**config.mk**
```make
export PLATFORM = sky130hd
export DESIGN_NAME = zbt_frame_scheduler_flat
export DESIGN_NICKNAME = d
export VERILOG_FILES = /design/src/rtl/zbt_frame_scheduler_pkg.sv /design/src/rtl/zbt_frame_scheduler_if.sv /design/src/rtl/zbt_ring_pointer.sv /design/src/rtl/zbt_frame_scheduler.sv /design/src/flat_wrapper.sv
export SDC_FILE = /design/constraint.sdc
export NUM_CORES = 1
export LEC_CHECK = 0
export CAP_MARGIN = 15
export CELL_PAD_IN_SITES_DETAIL_PLACEMENT = 0
export CELL_PAD_IN_SITES_GLOBAL_PLACEMENT = 1
export CORE_MARGIN = 2
export CORE_UTILIZATION = 38
export CTS_CLUSTER_DIAMETER = 50
export DETAILED_ROUTE_END_ITERATION = 10
export DONT_BUFFER_PORTS = 1
export HOLD_SLACK_MARGIN = 0.12
export PLACE_DENSITY = 0.78
export RECOVER_POWER = 100
export SLEW_MARGIN = 15
export SYNTH_ARGS = -nofsm -noshare
export SYNTH_HDL_FRONTEND = slang
export SYNTH_SLANG_ARGS = --single-unit
```
**constraint.sdc**
```tcl
create_clock -name clk -period 5.6 [get_ports clk]
set_clock_uncertainty 0.15 [all_clocks]
set_input_delay 1.12 -clock clk [delete_from_list [all_inputs] [get_ports clk]]
set_output_delay 1.12 -clock clk [all_outputs]
set_load 0.02 [all_outputs]
```
**src/rtl/zbt_frame_scheduler_pkg.sv**
```systemverilog
`default_nettype none
// ============================================================================
// Module   : video_params (package)
// Purpose  : Video-path constants and writer FSM state encoding. The capture
//            packer, playback packer and ZBT frame scheduler all share them.
// Revision : 1.0 - initial release
// ============================================================================
package video_params;

  localparam int NUM_FRAMES      = 20;     // frame slots in the ring
  localparam int LINES_PER_FRAME = 24576;  // 36-bit words per frame
  localparam int ADDR_W          = 19;     // ZBT address width
  localparam int WORD_W          = 36;     // ZBT data word width
  localparam int SLOT_W          = 5;      // slot index / frame count width

  typedef enum logic [0:0] {
    WR_IDLE    = 1'b0,
    WR_CAPTURE = 1'b1
  } wr_state_e;

endpackage
`default_nettype wire

```
**src/rtl/zbt_frame_scheduler_if.sv**
```systemverilog
`default_nettype none
// ============================================================================
// Module   : zbt_frame_scheduler_if
// Purpose  : Word request/grant streams between the pixel packers (master)
//            and the ZBT frame scheduler (slave).
// Revision : 1.0 - initial release
// ============================================================================
interface zbt_frame_scheduler_if;
  import video_params::*;

  logic              wr_req;
  logic [WORD_W-1:0] wr_data;
  logic              wr_grant;
  logic              rd_req;
  logic              rd_grant;
  logic              rd_valid;
  logic [WORD_W-1:0] rd_data;

  modport master (
    output wr_req, wr_data, rd_req,
    input  wr_grant, rd_grant, rd_valid, rd_data
  );

  modport slave (
    input  wr_req, wr_data, rd_req,
    output wr_grant, rd_grant, rd_valid, rd_data
  );

endinterface
`default_nettype wire

```
**src/rtl/zbt_ring_pointer.sv**
```systemverilog
`default_nettype none
// ============================================================================
// Module   : zbt_ring_pointer
// Purpose  : Slot index, slot base address and line offset for one side of
//            the frame ring. The base is stepped by LINES_PER_FRAME on each
//            slot advance, so no multiplier is needed.
// Revision : 1.0 - initial release
// ============================================================================
module zbt_ring_pointer
  import video_params::*;
#(
  parameter int LINES_PER_FRAME = video_params::LINES_PER_FRAME,
  parameter int ADDR_W          = video_params::ADDR_W
) (
  input  logic              clk,
  input  logic              reset,
  input  logic              line_clr,     // restart the frame at line 0
  input  logic              line_inc,     // one word consumed this cycle
  input  logic              slot_adv,     // move to the next slot
  input  logic [SLOT_W-1:0] slot_last,    // highest slot before wrapping to 0
  output logic [SLOT_W-1:0] slot,
  output logic [ADDR_W-1:0] base,
  output logic [ADDR_W-1:0] line,
  output logic              line_at_end   // line is the last word of a frame
);

  localparam logic [ADDR_W-1:0] LINE_END   = ADDR_W'(LINES_PER_FRAME - 1);
  localparam logic [ADDR_W-1:0] FRAME_STEP = ADDR_W'(LINES_PER_FRAME);
  localparam logic [ADDR_W-1:0] LINE_ONE   = (LINES_PER_FRAME > 1) ? ADDR_W'(1) : '0;

  logic [SLOT_W-1:0] slot_q, slot_d;
  logic [ADDR_W-1:0] base_q, base_d;
  logic [ADDR_W-1:0] line_q, line_d;

  assign line_at_end = (line_q == LINE_END);

  // Next slot/base on advance; line clear wins over increment but still
  // counts a word consumed in the same cycle.
  always_comb begin
    slot_d = slot_q;
    base_d = base_q;
    line_d = line_q;
    if (slot_adv) begin
      if (slot_q >= slot_last) begin
        slot_d = '0;
        base_d = '0;
      end else begin
        slot_d = slot_q + 1'b1;
        base_d = base_q + FRAME_STEP;
      end
    end
    if (line_clr) begin
      line_d = line_inc ? LINE_ONE : '0;
    end else if (line_inc) begin
      line_d = line_at_end ? '0 : line_q + 1'b1;
    end
  end

  // Pointer registers.
  always_ff @(posedge clk) begin
    if (reset) begin
      slot_q <= '0;
      base_q <= '0;
      line_q <= '0;
    end else begin
      slot_q <= slot_d;
      base_q <= base_d;
      line_q <= line_d;
    end
  end

  assign slot = slot_q;
  assign base = base_q;
  assign line = line_q;

endmodule
`default_nettype wire

```
**src/rtl/zbt_frame_scheduler.sv**
```systemverilog
`default_nettype none
// ============================================================================
// Module   : zbt_frame_scheduler
// Purpose  : Arbitrates the single ZBT port between the capture writer and
//            the playback reader, generates frame-ring addresses and issues
//            registered commands to the ZBT driver.
// Revision : 1.0 - initial release
// ============================================================================
module zbt_frame_scheduler
  import video_params::*;
#(
  parameter int NUM_FRAMES      = video_params::NUM_FRAMES,
  parameter int LINES_PER_FRAME = video_params::LINES_PER_FRAME,
  parameter int ADDR_W          = video_params::ADDR_W,
  parameter int STARVE_LIMIT    = 4
) (
  input  logic                  clk,
  input  logic                  reset,
  input  logic                  capture_start,
  input  logic                  frame_start,
  input  logic                  one_hz_enable,
  zbt_frame_scheduler_if.slave  bus,
  output logic                  capturing,
  output logic [SLOT_W-1:0]     frames_stored,
  output logic                  rd_empty,
  output logic                  zbt_we,
  output logic [ADDR_W-1:0]     zbt_addr,
  output logic [WORD_W-1:0]     zbt_wdata,
  input  logic [WORD_W-1:0]     zbt_rdata
);

  localparam int                STARVE_W  = $clog2(STARVE_LIMIT + 1);
  localparam logic [STARVE_W-1:0] STARVE_MAX = STARVE_W'(STARVE_LIMIT);
  localparam logic [SLOT_W-1:0] FRAMES_MAX = SLOT_W'(NUM_FRAMES);
  localparam logic [SLOT_W-1:0] WR_LAST    = SLOT_W'(NUM_FRAMES - 1);

  wr_state_e             state_q, state_d;
  logic [SLOT_W-1:0]     frames_stored_q, frames_stored_d;
  logic                  advance_pending_q, advance_pending_d;
  logic [STARVE_W-1:0]   starve_q, starve_d;
  logic                  zbt_we_q, zbt_we_d;
  logic [ADDR_W-1:0]     zbt_addr_q, zbt_addr_d;
  logic [WORD_W-1:0]     zbt_wdata_q, zbt_wdata_d;
  logic [2:0]            valid_pipe_q, valid_pipe_d;
  logic [2:0]            empty_pipe_q, empty_pipe_d;

  logic                  wr_contend, wr_grant, rd_grant, rd_advance;
  logic                  wr_line_end, wr_frame_done;
  logic [SLOT_W-1:0]     wr_slot, rd_slot, rd_last;
  logic [ADDR_W-1:0]     wr_base, wr_line, rd_base, rd_line;

  // Grants are combinational: reader has priority unless the writer has
  // lost STARVE_LIMIT contended cycles in a row.
  assign capturing     = (state_q == WR_CAPTURE);
  assign rd_empty      = (frames_stored_q == '0);
  assign wr_contend    = capturing && bus.wr_req;
  assign wr_grant      = wr_contend && (!bus.rd_req || (starve_q >= STARVE_MAX));
  assign rd_grant      = bus.rd_req && !wr_grant;
  assign wr_frame_done = wr_grant && wr_line_end;
  assign rd_advance    = frame_start && (advance_pending_q || one_hz_enable);
  assign rd_last       = rd_empty ? '0 : frames_stored_q - 1'b1;

  zbt_ring_pointer #(
    .LINES_PER_FRAME (LINES_PER_FRAME),
    .ADDR_W          (ADDR_W)
  ) u_wr_ptr (
    .clk         (clk),
    .reset       (reset),
    .line_clr    (1'b0),
    .line_inc    (wr_grant),
    .slot_adv    (wr_frame_done),
    .slot_last   (WR_LAST),
    .slot        (wr_slot),
    .base        (wr_base),
    .line        (wr_line),
    .line_at_end (wr_line_end)
  );

  zbt_ring_pointer #(
    .LINES_PER_FRAME (LINES_PER_FRAME),
    .ADDR_W          (ADDR_W)
  ) u_rd_ptr (
    .clk         (clk),
    .reset       (reset),
    .line_clr    (frame_start),
    .line_inc    (rd_grant),
    .slot_adv    (rd_advance),
    .slot_last   (rd_last),
    .slot        (rd_slot),
    .base        (rd_base),
    .line        (rd_line),
    .line_at_end ()
  );

  // Writer FSM next state: a capture runs from capture_start to the grant
  // of the last word in the frame.
  always_comb begin
    state_d = state_q;
    case (state_q)
      WR_IDLE:    if (capture_start) state_d = WR_CAPTURE;
      WR_CAPTURE: if (wr_frame_done) state_d = WR_IDLE;
      default:    state_d = WR_IDLE;
    endcase
  end

  // Bookkeeping, ZBT command and read-return pipeline.
  always_comb begin
    frames_stored_d   = frames_stored_q;
    advance_pending_d = advance_pending_q;
    starve_d          = starve_q;
    zbt_we_d          = 1'b0;
    zbt_addr_d        = zbt_addr_q;
    zbt_wdata_d       = zbt_wdata_q;
    valid_pipe_d      = {valid_pipe_q[1:0], rd_grant};
    empty_pipe_d      = {empty_pipe_q[1:0], rd_empty};

    if (wr_frame_done && (frames_stored_q < FRAMES_MAX)) begin
      frames_stored_d = frames_stored_q + 1'b1;
    end

    // Extra one_hz pulses while pending are absorbed.
    if (rd_advance) begin
      advance_pending_d = 1'b0;
    end else if (one_hz_enable) begin
      advance_pending_d = 1'b1;
    end

    if (wr_grant) begin
      starve_d = '0;
    end else if (wr_contend && bus.rd_req) begin
      starve_d = starve_q + 1'b1;
    end

    // An empty-ring read still gets a grant but leaves the ZBT untouched.
    if (wr_grant) begin
      zbt_we_d    = 1'b1;
      zbt_addr_d  = wr_base + wr_line;
      zbt_wdata_d = bus.wr_data;
    end else if (rd_grant && !rd_empty) begin
      zbt_addr_d  = rd_base + rd_line;
    end
  end

  // State and datapath registers.
  always_ff @(posedge clk) begin
    if (reset) begin
      state_q           <= WR_IDLE;
      frames_stored_q   <= '0;
      advance_pending_q <= 1'b0;
      starve_q          <= '0;
      zbt_we_q          <= 1'b0;
      zbt_addr_q        <= '0;
      zbt_wdata_q       <= '0;
      valid_pipe_q      <= '0;
      empty_pipe_q      <= '0;
    end else begin
      state_q           <= state_d;
      frames_stored_q   <= frames_stored_d;
      advance_pending_q <= advance_pending_d;
      starve_q          <= starve_d;
      zbt_we_q          <= zbt_we_d;
      zbt_addr_q        <= zbt_addr_d;
      zbt_wdata_q       <= zbt_wdata_d;
      valid_pipe_q      <= valid_pipe_d;
      empty_pipe_q      <= empty_pipe_d;
    end
  end

  assign bus.wr_grant  = wr_grant;
  assign bus.rd_grant  = rd_grant;
  assign bus.rd_valid  = valid_pipe_q[2];
  assign bus.rd_data   = (valid_pipe_q[2] && !empty_pipe_q[2]) ? zbt_rdata : '0;
  assign frames_stored = frames_stored_q;
  assign zbt_we        = zbt_we_q;
  assign zbt_addr      = zbt_addr_q;
  assign zbt_wdata     = zbt_wdata_q;

endmodule
`default_nettype wire
```
**src/flat_wrapper.sv**
```systemverilog
// flat-port wrapper written by rule: the top's interface ports become plain ports
module zbt_frame_scheduler_flat import video_params::*;
#(
  parameter int NUM_FRAMES      = video_params::NUM_FRAMES,
  parameter int LINES_PER_FRAME = video_params::LINES_PER_FRAME,
  parameter int ADDR_W          = video_params::ADDR_W,
  parameter int STARVE_LIMIT    = 4
)
  (clk, reset, capture_start, frame_start, one_hz_enable, capturing, frames_stored, rd_empty, zbt_we, zbt_addr, zbt_wdata, zbt_rdata, bus_wr_req, bus_wr_data, bus_rd_req, bus_wr_grant, bus_rd_grant, bus_rd_valid, bus_rd_data);
  zbt_frame_scheduler_if bus_i ();
  input  logic clk;
  input  logic reset;
  input  logic capture_start;
  input  logic frame_start;
  input  logic one_hz_enable;
  output logic capturing;
  output logic [SLOT_W-1:0] frames_stored;
  output logic rd_empty;
  output logic zbt_we;
  output logic [ADDR_W-1:0] zbt_addr;
  output logic [WORD_W-1:0] zbt_wdata;
  input  logic [WORD_W-1:0] zbt_rdata;
  input wire logic [$bits(bus_i.wr_req)-1:0] bus_wr_req;
  input wire logic [$bits(bus_i.wr_data)-1:0] bus_wr_data;
  input wire logic [$bits(bus_i.rd_req)-1:0] bus_rd_req;
  output wire logic [$bits(bus_i.wr_grant)-1:0] bus_wr_grant;
  output wire logic [$bits(bus_i.rd_grant)-1:0] bus_rd_grant;
  output wire logic [$bits(bus_i.rd_valid)-1:0] bus_rd_valid;
  output wire logic [$bits(bus_i.rd_data)-1:0] bus_rd_data;
  assign bus_i.wr_req = bus_wr_req;
  assign bus_i.wr_data = bus_wr_data;
  assign bus_i.rd_req = bus_rd_req;
  assign bus_wr_grant = bus_i.wr_grant;
  assign bus_rd_grant = bus_i.rd_grant;
  assign bus_rd_valid = bus_i.rd_valid;
  assign bus_rd_data = bus_i.rd_data;
  zbt_frame_scheduler #(.NUM_FRAMES(NUM_FRAMES), .LINES_PER_FRAME(LINES_PER_FRAME), .ADDR_W(ADDR_W), .STARVE_LIMIT(STARVE_LIMIT)) u_core (.clk(clk), .reset(reset), .capture_start(capture_start), .frame_start(frame_start), .one_hz_enable(one_hz_enable), .bus(bus_i), .capturing(capturing), .frames_stored(frames_stored), .rd_empty(rd_empty), .zbt_we(zbt_we), .zbt_addr(zbt_addr), .zbt_wdata(zbt_wdata), .zbt_rdata(zbt_rdata));
endmodule
```
==> flow_metrics.env, run 1 <==
export IMPL_numCtsBuffers=17
export IMPL_fin_ws_ns=1.64
export IMPL_cts_resized=0
export IMPL_core_rowCount=47
export IMPL_syn_instance_count=787
export IMPL_io_pins=181
export IMPL_critPathSlowestCell="clkbuf_1"
export IMPL_grt_max_degree=90
export IMPL_async_flop_share=0
export IMPL_final_setup_tns_ns=0
export IMPL_cp_top_family="buffers and inverters"
export IMPL_dieWidth_um=134
export IMPL_seq_area_frac_synth=0.411
export IMPL_ys_types=59
export IMPL_slew_viol_final=105
export IMPL_dp_cells=969
export IMPL_cp_start_kind="primary input"
export IMPL_vias_per_cell=5.21
export IMPL_hp_class="flop to flop"
export IMPL_fin_crit_sh=0.707
export IMPL_clock_root_buffer="clkbuf_16"
export IMPL_grtUsageTotal=0.191
export IMPL_rsz0062_at_grt="no"
export IMPL_dr_first_iter_drc_count=305
export IMPL_drt_wl_total_mm=17.2
export IMPL_cts_hold_buf=0
export IMPL_end_kind="flop"
export IMPL_cp_required_ns=5.78
export IMPL_totalPowerFinal_mw=2.18
export IMPL_cts_tree="done"
export IMPL_place_congestion=0.817
export IMPL_crit_type="primary input to flop"
export IMPL_antenna_found_initial=2
export IMPL_fin_cells=1002
export IMPL_nNetsFinal=874
export IMPL_clk_pin_slew_worst_paths_ns=0.06
export IMPL_avgSynthCellArea_um2=8.18
export IMPL_crit_arrival_ns=4.15
export IMPL_post_cts_buffers=0
export IMPL_hpwl_mm=12.6
export IMPL_critPathMaxStageDelay_ns=1.32
export IMPL_finalHoldViolCount=0
export IMPL_synth_edff_count=0
export IMPL_mostFrequentLayoutCells="139 x nand2_1, 132 x dfxtp_1, 96 x nor2_1, 63 x a21oi_1"
export IMPL_clk_path_buf_depth=2
export IMPL_top_usage_layer="met2"
export IMPL_use_met3=0.0544
export IMPL_drive_above_1_share=0.0512
export IMPL_crit_fanout=44
export IMPL_grtUsageMet2=0.341
export IMPL_ir_worst_vdd_v=0.000264
export IMPL_crit_top_cell="nand3_1"
export IMPL_critPathBufInv=2
export IMPL_wl_per_cell_um=17.1
export IMPL_vias=5216
export IMPL_core_area_um2=16600
export IMPL_crit_chain="nand2b_1 > nand3_1 > inv_2 > clkbuf_1 > nand3_1 > or3_1 > a21oi_1"
export IMPL_grtUsageMet1=0.220
export IMPL_netlist_area_um2=6430
export IMPL_grt_pass1_wl_mm=26.8
export IMPL_synth_seq_cells=132
export IMPL_die_y_um=134
export IMPL_setup_viol=0
export IMPL_port_buffers=0
export IMPL_start_util=0.388
export IMPL_ant_nets=0
export IMPL_fin_crit_ns=3.96
export IMPL_yosysWarnings=0
export IMPL_layout_commonest_cell="nand2_1"
export IMPL_failed_checks="max-capacitance violations, max-slew violations"
export IMPL_dieArea_um2=18000
export IMPL_status="complete, but fails checks"
export IMPL_fillerInstances=1674
export IMPL_hold_slack_ns=0.291
export IMPL_maxCapViolCount=2
export IMPL_area_growth_pct=10.2
export IMPL_ff_latch_area_um2=2640
export IMPL_synthFlopType="dfxtp_1"
export IMPL_route_detailed_drc=0
export IMPL_grt_pass1_vias=4836
export IMPL_h_tree_depth=4
export IMPL_p_leak_nw=2.54
export IMPL_cts_sinks=132
export IMPL_grt_overflow=0
export IMPL_worst_pin_slew_ns=2.61
export IMPL_worstSkewPairLatency_ns=0.42
export IMPL_maxSlewHeadroom=-0.741
export IMPL_place_ws_ns=2.25
export IMPL_powerDensity_nw_per_um2=308
export IMPL_drtPass1Iterations=5
export IMPL_fmax_ghz=0.252
export IMPL_multi_input_area_um2=3510
[metal layers]
metal	up-vias	wire length, µm
met5	-	0
met2	162	8730
li1	2659	-
met3	19	1110
met1	2376	7050
met4	0	261
[power breakdown]
group          switching (mW)  internal (mW)
clock network           0.438          0.685
registers              0.0328          0.958
logic                  0.0471         0.0229
[logic make-up after synthesis]
kind of cell,after synthesis,synth area share
simple gates,371,0.275
compound gates,137,0.134
flops,132,0.411
xor+xnor,64,0.0871
buf+inv,55,0.0401
fa+ha+maj,27,0.0525
other cells,1,0.000583
[cells in the mapped netlist, drive strengths merged (3+ instances only)]
cell type | count | area [µm²]
o21ai | 17 | 85.1
xor2 | 28 | 245
nor4 | 3 | 33.8
a21oi | 63 | 315
a41oi | 3 | 26.3
nand2b | 4 | 25.0
a21o | 7 | 52.6
or3 | 7 | 43.8
ha | 27 | 338
a211oi | 11 | 82.6
and4 | 5 | 46.3
inv | 13 | 48.8
nor3 | 15 | 75.1
buf | 15 | 108
nand4 | 14 | 93.8
o21a | 4 | 30.0
nor2b | 8 | 50.1
dfxtp | 132 | 2640
nor2 | 96 | 368
nand2 | 139 | 529
nand3 | 23 | 120
a22oi | 4 | 30.0
and3 | 9 | 56.3
xnor2 | 36 | 315
clkbuf | 27 | 101
a311oi | 10 | 87.6
and2 | 38 | 240
[layout make-up]
class | instances | area share
clock buffer | 19 | 0.0639
multi-input combinational | 601 | 0.495
sequential | 132 | 0.373
antenna | 1 | 0.000353
inverter | 13 | 0.00688
timing repair buffer | 3 | 0.00159
clock inverter | 13 | 0.0208
tap | 220 | 0.0388
[state kept, by name, indices dropped and copies added, names as in the netlist, 6 cells and up]
register and flops:
u_core.zbt_wdata 36, u_core.u_rd_ptr.line 19, u_core.zbt_addr 19, u_core.u_wr_ptr.line 19, u_core.u_wr_ptr.base 6, u_core.u_rd_ptr.base 6
[metrics by stage]
step	utilization	area (µm²)
2_1_floorplan	-	6440
5_1_grt	0.428	7090
4_1_cts	0.430	7130
3_5_place_dp	0.394	6530
3_3_place_gp	0.394	6530
6_report	0.428	7090
[path summary, 6_finish.rpt]
| path | start | to | slack [ns] | depth (start not counted) |
|---|---|---|---|---|
| min reg2reg | u_core.valid_pipe_q[1] | u_core.valid_pipe_q[2] | 0.29 | 1 |
| max reg2reg | u_core.capturing | u_core.u_wr_ptr.line[16] | 1.84 | 6 |
| min | u_core.valid_pipe_q[1] | u_core.valid_pipe_q[2] | 0.29 | 1 |
| max | bus_rd_req | u_core.u_wr_ptr.line[16] | 1.64 | 7 |
Power figures use the tool's default switching activity.
==> run 2: changes to the inputs <==
--- a/config.mk
+++ b/config.mk
@@ -14,7 +14,7 @@
 export DETAILED_ROUTE_END_ITERATION = 10
 export DONT_BUFFER_PORTS = 1
 export HOLD_SLACK_MARGIN = 0.12
-export PLACE_DENSITY = 0.78
+export PLACE_DENSITY = 0.81
 export RECOVER_POWER = 100
 export SLEW_MARGIN = 15
 export SYNTH_ARGS = -nofsm -noshare
==> constraint.sdc (replaced) <==
create_clock -name clk -period 3.2 [get_ports clk]
set_clock_uncertainty 0.15 [all_clocks]
set_input_delay 0.64 -clock clk [delete_from_list [all_inputs] [get_ports clk]]
set_output_delay 0.64 -clock clk [all_outputs]
set_load 0.02 [all_outputs]
==> flow_metrics.env, run 2 (same netlist as run 1, synthesis figures left out) <==
export IMPL_cp_startpoint="u_core.capturing"
export IMPL_critPathSlowestCell="buf_2"
export IMPL_dieWidth_um=134
export IMPL_fmax_ghz=0.359
export IMPL_wl_per_cell_um=17.5
export IMPL_place_congestion=0.771
export IMPL_clk_path_buf_depth=2
export IMPL_final_setup_tns_ns=0
export IMPL_cp_required_ns=2.41
export IMPL_powerDensity_nw_per_um2=522
export IMPL_r2r_start="u_core.u_rd_ptr.line[4]"
export IMPL_grt_overflow=0
export IMPL_fin_crit_ns=2.79
export IMPL_maxCapViolCount=0
export IMPL_critPathMaxStageDelay_ns=0.64
export IMPL_cts_sinks=132
export IMPL_grt_pass1_vias=4915
export IMPL_layout_commonest_cell="nand2_1"
export IMPL_grt_pass1_wl_mm=27.4
export IMPL_crit_arrival_ns=2.00
export IMPL_ir_worst_vdd_v=0.000420
export IMPL_drt_wl_total_mm=17.8
export IMPL_setup_viol=0
export IMPL_dp_cells=977
export IMPL_mostFrequentLayoutCells="139 x nand2_1, 132 x dfxtp_1, 96 x nor2_1, 63 x a21oi_1"
export IMPL_hpwl_mm=13.2
export IMPL_drive_above_1_share=0.0542
export IMPL_place_ws_ns=0.309
export IMPL_drtPass1Iterations=4
export IMPL_hold_start="reset"
export IMPL_dr_first_iter_drc_count=311
export IMPL_grt_max_degree=89
export IMPL_port_buffers=0
export IMPL_worstSkewPairLatency_ns=0.42
export IMPL_fin_crit_sh=0.870
export IMPL_clk_pin_slew_worst_paths_ns=0.06
export IMPL_crit_fanout=39
export IMPL_h_tree_depth=4
export IMPL_end_kind="output pin"
export IMPL_numCtsBuffers=17
export IMPL_worst_pin_slew_ns=1.26
export IMPL_maxSlewHeadroom=0.163
export IMPL_io_pins=181
export IMPL_fin_ws_ns=0.415
export IMPL_dieArea_um2=18000
export IMPL_slew_viol_final=0
export IMPL_area_growth_pct=10.9
export IMPL_core_area_um2=16600
export IMPL_route_detailed_drc=0
export IMPL_grtUsageTotal=0.199
export IMPL_vias_per_cell=5.17
export IMPL_p_leak_nw=2.56
export IMPL_vias=5240
export IMPL_post_cts_buffers=0
export IMPL_nNetsFinal=886
export IMPL_hp_class="primary input to flop"
export IMPL_rsz0062_at_grt="no"
export IMPL_cp_start_kind="flop"
export IMPL_clock_root_buffer="clkbuf_16"
export IMPL_core_rowCount=47
export IMPL_crit_type="flop to output pin"
export IMPL_final_core_util=0.431
export IMPL_status="finished, final reports clean"
export IMPL_antenna_found_initial=0
export IMPL_crit_chain="nand3_1 > inv_1 > buf_2"
export IMPL_start_util=0.388
export IMPL_die_y_um=134
export IMPL_fin_cells=1014
export IMPL_largest_register_ffs=36
export IMPL_ant_nets=0
export IMPL_cts_tree="done"
export IMPL_finalHoldViolCount=0
run 2: changes by cell type in the layout (fill, tap and decap cells not counted), moves of 2 or more:
cell,previous run,this run
buf_4,0,2
clkbuf_1,3,7
clkbuf_2,0,2
clkinvlp_4,1,4
dlygate4sd3_1,0,4
run 2: area by class of cell:
type,instances,area (µm²)
Inverter,13,48.8
Clock inverter,13,126
Antenna cell,1,2.50
Tap cell,220,275
Sequential cell,132,2640
Fill cell,1707,9440
Timing Repair Buffer,15,92.6
Clock buffer,19,443
Multi-Input combinational cell,601,3510
run 2: critical path, delay by kind of cell (launching register included):
kind | cells | cell delay, ns
flops | 1 | 0.58
buf+inv | 2 | 0.78
simple gates | 1 | 0.20
run 2: worst paths after layout:
| kind | end | slack (ns) | cells past startpoint |
|---|---|---|---|
| min | u_core.starve_q[2] | 0.15 | 1 |
| max reg2reg | u_core.u_rd_ptr.line[9] | 0.44 | 6 |
| max | bus_wr_grant | 0.41 | 3 |
| min reg2reg | u_core.valid_pipe_q[2] | 0.29 | 1 |
run 2: per-layer routing:
metal	routed length (µm)	vias up	part of all wire	global-route usage
met1	6960	2410	0.39	0.216
met4	65	0	0.0037	0.0491
met3	1080	4	0.061	0.0627
li1	-	2684	-	-
met2	9670	142	0.54	0.375
met5	0	-	0	0
run 2: power breakdown:
| part | leakage, nW | switching [mW] | internal (mW) | total, mW |
|---|---|---|---|---|
| clock | 0.267 | 0.764 | 1.10 | 1.86 |
| sequential | 1.07 | 0.0582 | 1.68 | 1.73 |
| combinational | 1.22 | 0.0860 | 0.0448 | 0.131 |
| total | 2.56 | 0.908 | 2.82 | 3.73 |
run 2: stage by stage:
step	area [µm²]	total power, mW	hold WS (ns)
after floorplan	6440	1.88	0.264
after global placement	6590	1.90	0.276
after detailed placement	6590	1.90	0.276
after CTS	7200	3.78	0.122
after global routing	7140	3.87	0.131
final	7140	3.73	0.152
run 2: repair_timing:
action                                 CTS  global route
hold buffers                             4             0
resized for setup                        0             1
endpoints found under the hold margin    2             0
setup endpoints to repair                0             1
==> RTL change 1, RTL diff (settings of run 2) <==
Put one more register stage on the output `frames_stored`, with the module's reset. The value now appears one clock later. The other outputs are not delayed to match.
--- a/src/rtl/zbt_frame_scheduler.sv
+++ b/src/rtl/zbt_frame_scheduler.sv
@@ -170,7 +170,13 @@
   assign bus.rd_grant  = rd_grant;
   assign bus.rd_valid  = valid_pipe_q[2];
   assign bus.rd_data   = (valid_pipe_q[2] && !empty_pipe_q[2]) ? zbt_rdata : '0;
-  assign frames_stored = frames_stored_q;
+  always_ff @(posedge clk) begin
+    if (reset) begin
+      frames_stored <= '0;
+    end else begin
+      frames_stored <= frames_stored_q;
+    end
+  end
   assign zbt_we        = zbt_we_q;
   assign zbt_addr      = zbt_addr_q;
   assign zbt_wdata     = zbt_wdata_q;
Check against the original RTL: no difference found for any inputs over 10 cycles, from zero or initial values and one cycle with reset high; that may be too few to reach the edited logic, so the function may still have changed.
==> RTL change 1 against run 2 <==
Synthesized cell count increased by 1.9%; largest power group unchanged; worst setup slack got worse by 0.027 ns; power increased by 0.24%; largest cell class unchanged; critical path depth increased by 3; area after synthesis increased by 1.5%; sequential cell count increased by 5; clock power decreased by 3%; first-iteration DRC count decreased by 0.96%; cell area increased by 0.91%; critical path type is now flip-flop to flip-flop; routed wire length decreased by 7.6%.
==> RTL change 1: results (changes against run 2) <==
Post-Place Cells=992 (+1.5%); status=finished, final reports clean; final non-filler cell total=1023 (+0.89%); Tot GR Track Use=0.181 (-0.0185); share of cells above drive strength 1=0.0598 (+0.00555); pin count of the biggest net entering global routing=95 (+6.7%); worst hold slack=0.145 ns (-0.00729 ns); Placed Area=6710 um2 (+1.7%); pre-CTS setup slack=0.408 ns (+0.0996 ns); R2R Setup Slk=0.39 ns (-0.05 ns); Worst VDD drop=0.000438 V (+4.2%); largest cells by area after synthesis=dfxtp_1 (42%), nand2_1 (8.0%), nor2_1 (5.9%), ha_1 (5.2%), xor2_1 (5.1%); wire length of the first global-routing pass=25.7 mm (-6.0%); Synth Area per Inst=8.15 um2 (-0.36%); wl on met1=7.29 mm (+4.7%); placer congestion estimate=0.847 (+9.8%); H-Tree Depth=4 (unchanged); Netlist cell types=59 (unchanged); Synth Area in Compound Gates=0.121 (-0.0127); sequential standard cell area=2740 um2 (+3.8%); clk root buf=clkbuf_16; Top FF cell, synth=dfxtp_1; sequential share of the synthesized area=0.420 (+0.00911); worst hold path class=input port to flip-flop; Hold Path Sink=u_core.frames_stored[0]; met2 usage=0.295 (-0.0802); DRC errors left=0 (unchanged); WL final=16.4 mm (-7.6%); routed wire length on met2=7.77 mm (-20%); fillers=1647 (-3.5%); RR Startpoint=u_core.u_wr_ptr.line[4]; critical path arrival=2.97 ns (+0.97 ns); CTS max path bufs=2 (unchanged); initial drt markers=308 (-0.96%); CP delay by family, top=simple AND/OR/NAND/NOR gates; slowest cell on the critical path=nor4b_1; R2R depth=6 (unchanged); initial antenna violation count=2 (+2); Clock transition at path regs=0.06 ns (about the same); Crit Path Category=flip-flop to flip-flop; CP peak stage delay=0.87 ns (+0.23 ns); minimum clock period=2.81 ns (+0.0271 ns); Critical Path End=u_core.frames_stored_q[2]; met3 Use GR=0.0597 (-0.00305); TritonRoute pass-1 iters=4 (unchanged); # diodes=0 (-1); number of global-route vias before repair=4908 (-0.14%); vias per cell=5.17 (+0.12%); CP Max Fanout=9 (-77%); XOR/XNOR Fraction of Synth Area=0.0871 (about the same); adder-cell area share of the yosys netlist=0.0517 (-0.000794); met3 wire len=1.21 mm (+11%); final hold vios=0 (unchanged); multiplexer share of the synthesized area=0.00460 (+0.00460); slew margin rel.=0.192 (+0.0292); Final nets=897 (+1.2%); Leak=2.57 nW (+0.62%); Post-synth top cells=nand2_1 (140), dfxtp_1 (137), nor2_1 (103); Detailed Place HPWL=12.0 mm (-9.4%); M1 GR Usage=0.228 (+0.0120)
==> RTL change 1: cell families (layout without fill, tap and decap cells) <==
family / Yosys count / count (layout)
AOI/OAI and AO/OA: 128 / 128
xor gates and xnor gates: 65 / 65
adders and majority gates: 27 / 27
buffers and inverters: 58 / 58
DFF: 137 / 137
muxes: 3 / 3
other: 1 / 2
and+or+nand+nor: 383 / 383
==> RTL change 1: layout make-up <==
| type | instances | area share |
|---|---|---|
| multi-input cells | 608 | 0.487 |
| inverters | 18 | 0.00938 |
| repair buffers | 9 | 0.00816 |
| flip-flops and latches | 137 | 0.381 |
| clock inverters | 9 | 0.00920 |
| well taps | 220 | 0.0382 |
| clock buffers | 22 | 0.0672 |
==> RTL change 1: worst register-to-register path: cells and delay by family (launching register included) <==
kind	cells	cell delay, ns
flops	1	0.46
xor+xnor	1	0.18
simple gates	5	1.91
==> RTL change 1: report_power, final <==
part / internal [W] / switching [W]
clock: 0.00107 / 0.000735
sequential: 0.00174 / 0.0000597
combinational: 0.0000438 / 0.0000861
==> RTL change 2, RTL diff (settings of run 2) <==
Made on the original files. `STARVE_LIMIT` is set to 4 in 2 places; all go to 8.
--- a/src/rtl/zbt_frame_scheduler.sv
+++ b/src/rtl/zbt_frame_scheduler.sv
@@ -12,7 +12,7 @@
   parameter int NUM_FRAMES      = video_params::NUM_FRAMES,
   parameter int LINES_PER_FRAME = video_params::LINES_PER_FRAME,
   parameter int ADDR_W          = video_params::ADDR_W,
-  parameter int STARVE_LIMIT    = 4
+  parameter int STARVE_LIMIT    = 8
 ) (
   input  logic                  clk,
   input  logic                  reset,
--- a/src/flat_wrapper.sv
+++ b/src/flat_wrapper.sv
@@ -4,7 +4,7 @@
   parameter int NUM_FRAMES      = video_params::NUM_FRAMES,
   parameter int LINES_PER_FRAME = video_params::LINES_PER_FRAME,
   parameter int ADDR_W          = video_params::ADDR_W,
-  parameter int STARVE_LIMIT    = 4
+  parameter int STARVE_LIMIT    = 8
 )
   (clk, reset, capture_start, frame_start, one_hz_enable, capturing, frames_stored, rd_empty, zbt_we, zbt_addr, zbt_wdata, zbt_rdata, bus_wr_req, bus_wr_data, bus_rd_req, bus_wr_grant, bus_rd_grant, bus_rd_valid, bus_rd_data);
   zbt_frame_scheduler_if bus_i ();
Function: changed (Yosys sat finds a counterexample within 10 cycles, from zero or initial values and one cycle with reset high).
==> RTL change 2 against run 2 <==
Via count up 2.4%; power increased by 6.9%; critical endpoint unchanged; critical path depth did not move; critical path type unchanged; cell area is 2.3% higher; worst setup slack got worse by 0.16 ns; area after synthesis increased by 1.3%; routed wire length rose by 0.39%; largest cell class unchanged; sequential cell count grew 1; first-iteration DRC count is 32% lower; core utilization rose by 0.69 points; sequential share of layout area fell by 0.56 points; die area grew 1.3%.
==> RTL change 2: results (changes against run 2) <==
critical path arrival=2.15 ns (+0.15 ns); PortBufs=0 (unchanged); DRC errors left=0 (unchanged); DR vias=5364 (+2.4%); FFs w/ async S/R, synth=0 (unchanged); Netlist cell types=55 (-6.8%); fmax=0.340 GHz (-5.3%); Yosys Warn Count=0 (unchanged); R2R depth=12 (+6); number of global-route vias before repair=5182 (+5.4%); clk root buf=clkbuf_16; TritonCTS Buffers=17 (unchanged); initial drt markers=212 (-32%); Post-Place Cells=988 (+1.1%); pre-CTS setup slack=0.295 ns (-0.0140 ns); CP Max Fanout=17 (-56%); Top FF cell, synth=dfxtp_1; TritonRoute pass-1 iters=4 (unchanged); adder-cell area share of the yosys netlist=0.0537 (+0.00124); vias per cell=5.23 (+1.3%); share of cells above drive strength 1=0.0550 (+0.000776); Synth Area in Compound Gates=0.120 (-0.0134); Tot GR Track Use=0.199 (-0.000452); slew margin rel.=0.162 (-0.000808); placer congestion estimate=0.847 (+9.7%); Yosys reg bits=133 (+0.76%); sequential share of the synthesized area=0.408 (-0.00221); Post-synth top cells=dfxtp_1 (133), nand2_1 (133), nor2_1 (89); largest cells by area after synthesis=dfxtp_1 (41%), nand2_1 (7.7%), ha_1 (5.4%), xor2_1 (5.4%), nor2_1 (5.1%); R2R Setup Slk=0.36 ns (-0.08 ns); H-Tree Depth=4 (unchanged); pin count of the biggest net entering global routing=82 (-7.9%); RR Endpoint=u_core.u_rd_ptr.slot[0]; Synth Area per Inst=8.16 um2 (-0.22%); CTS max path bufs=2 (unchanged); initial antenna violation count=5 (+5); Final nets=894 (+0.90%); status=finished, final reports clean; Leak=2.66 nW (+4.2%); WL final=17.9 mm (+0.39%); Clock transition at path regs=0.06 ns (about the same); XOR/XNOR Fraction of Synth Area=0.0967 (+0.00963); Detailed Place HPWL=13.4 mm (+1.2%); wire length of the first global-routing pass=27.7 mm (+1.2%); RR Startpoint=u_core.frames_stored[1]; Worst VDD drop=0.000364 V (-13%); multiplexer share of the synthesized area=0.00614 (+0.00614); Largest register FFs=36 (unchanged)
-- RTL change 2: cell types whose count changed after synthesis, moves of 5 or more --
cell,delta
nand4_1,+7
a21oi_1,-13
and2_1,+9
nand3_1,+13
buf_2,+6
xor2_1,+12
nand2_1,-5
nor2_1,-6
inv_1,+5
buf_6,-6
-- RTL change 2: logic make-up after synthesis --
logic type	after synthesis
and+or+nand+nor	379
DFF	133
AOI/OAI and AO/OA	121
xor gates and xnor gates	72
buffers and inverters	61
adders and majority gates	28
muxes	4
other	1
-- RTL change 2: layer usage --
layer,wire length [um],share of wire,track usage
met1,7000,0.39,0.211
met4,677,0.038,0.0874
met5,0,0,0
met3,1380,0.077,0.0694
met2,8800,0.49,0.355
-- RTL change 2: metrics by stage --
step                 util  area [um2]
floorplan               -        6520
global placement    0.401        6710
detailed placement  0.401        6710
CTS                 0.440        7350
global route        0.437        7290
finish              0.437        7300
-- RTL change 2: worst max-delay path, cell delays in order (launching register included) --
cell and delay [ns]:
dfxtp_1 0.60, nand3_1 0.55, clkinv_1 0.17, clkbuf_2 0.40
-- RTL change 2: area by class of cell --
type                            count  area, um2
Fill cell                        1692       9400
Timing Repair Buffer               12       53.8
Clock inverter                     13        199
Inverter                           17       63.8
Tap cell                          220        275
Clock buffer                       19        443
Multi-Input combinational cell    606       3590
Antenna cell                        5       12.5
Sequential cell                   133       2660
-- RTL change 2: worst min path at each step --
stage,cells after the start,slack (ns),startpoint,endpoint
5_1_grt,1,0.12,reset,u_core.zbt_addr[14]
3_5_place_dp,1,0.28,u_core.empty_pipe_q[1],u_core.empty_pipe_q[2]
6_report,1,0.13,reset,u_core.frames_stored[1]
3_3_place_gp,1,0.27,u_core.valid_pipe_q[0],u_core.valid_pipe_q[1]
4_1_cts,1,0.12,reset,u_core.frames_stored[4]
2_1_floorplan,1,0.26,u_core.empty_pipe_q[0],u_core.empty_pipe_q[1]
-- RTL change 2: report_power, final --
part	leakage (nW)	switching [W]	internal, W	total (W)
registers	1.08	0.0000575	0.00169	0.00175
clock network	0.306	0.000776	0.00134	0.00211
logic	1.28	0.0000843	0.0000417	0.000126
total	2.66	0.000917	0.00307	0.00398
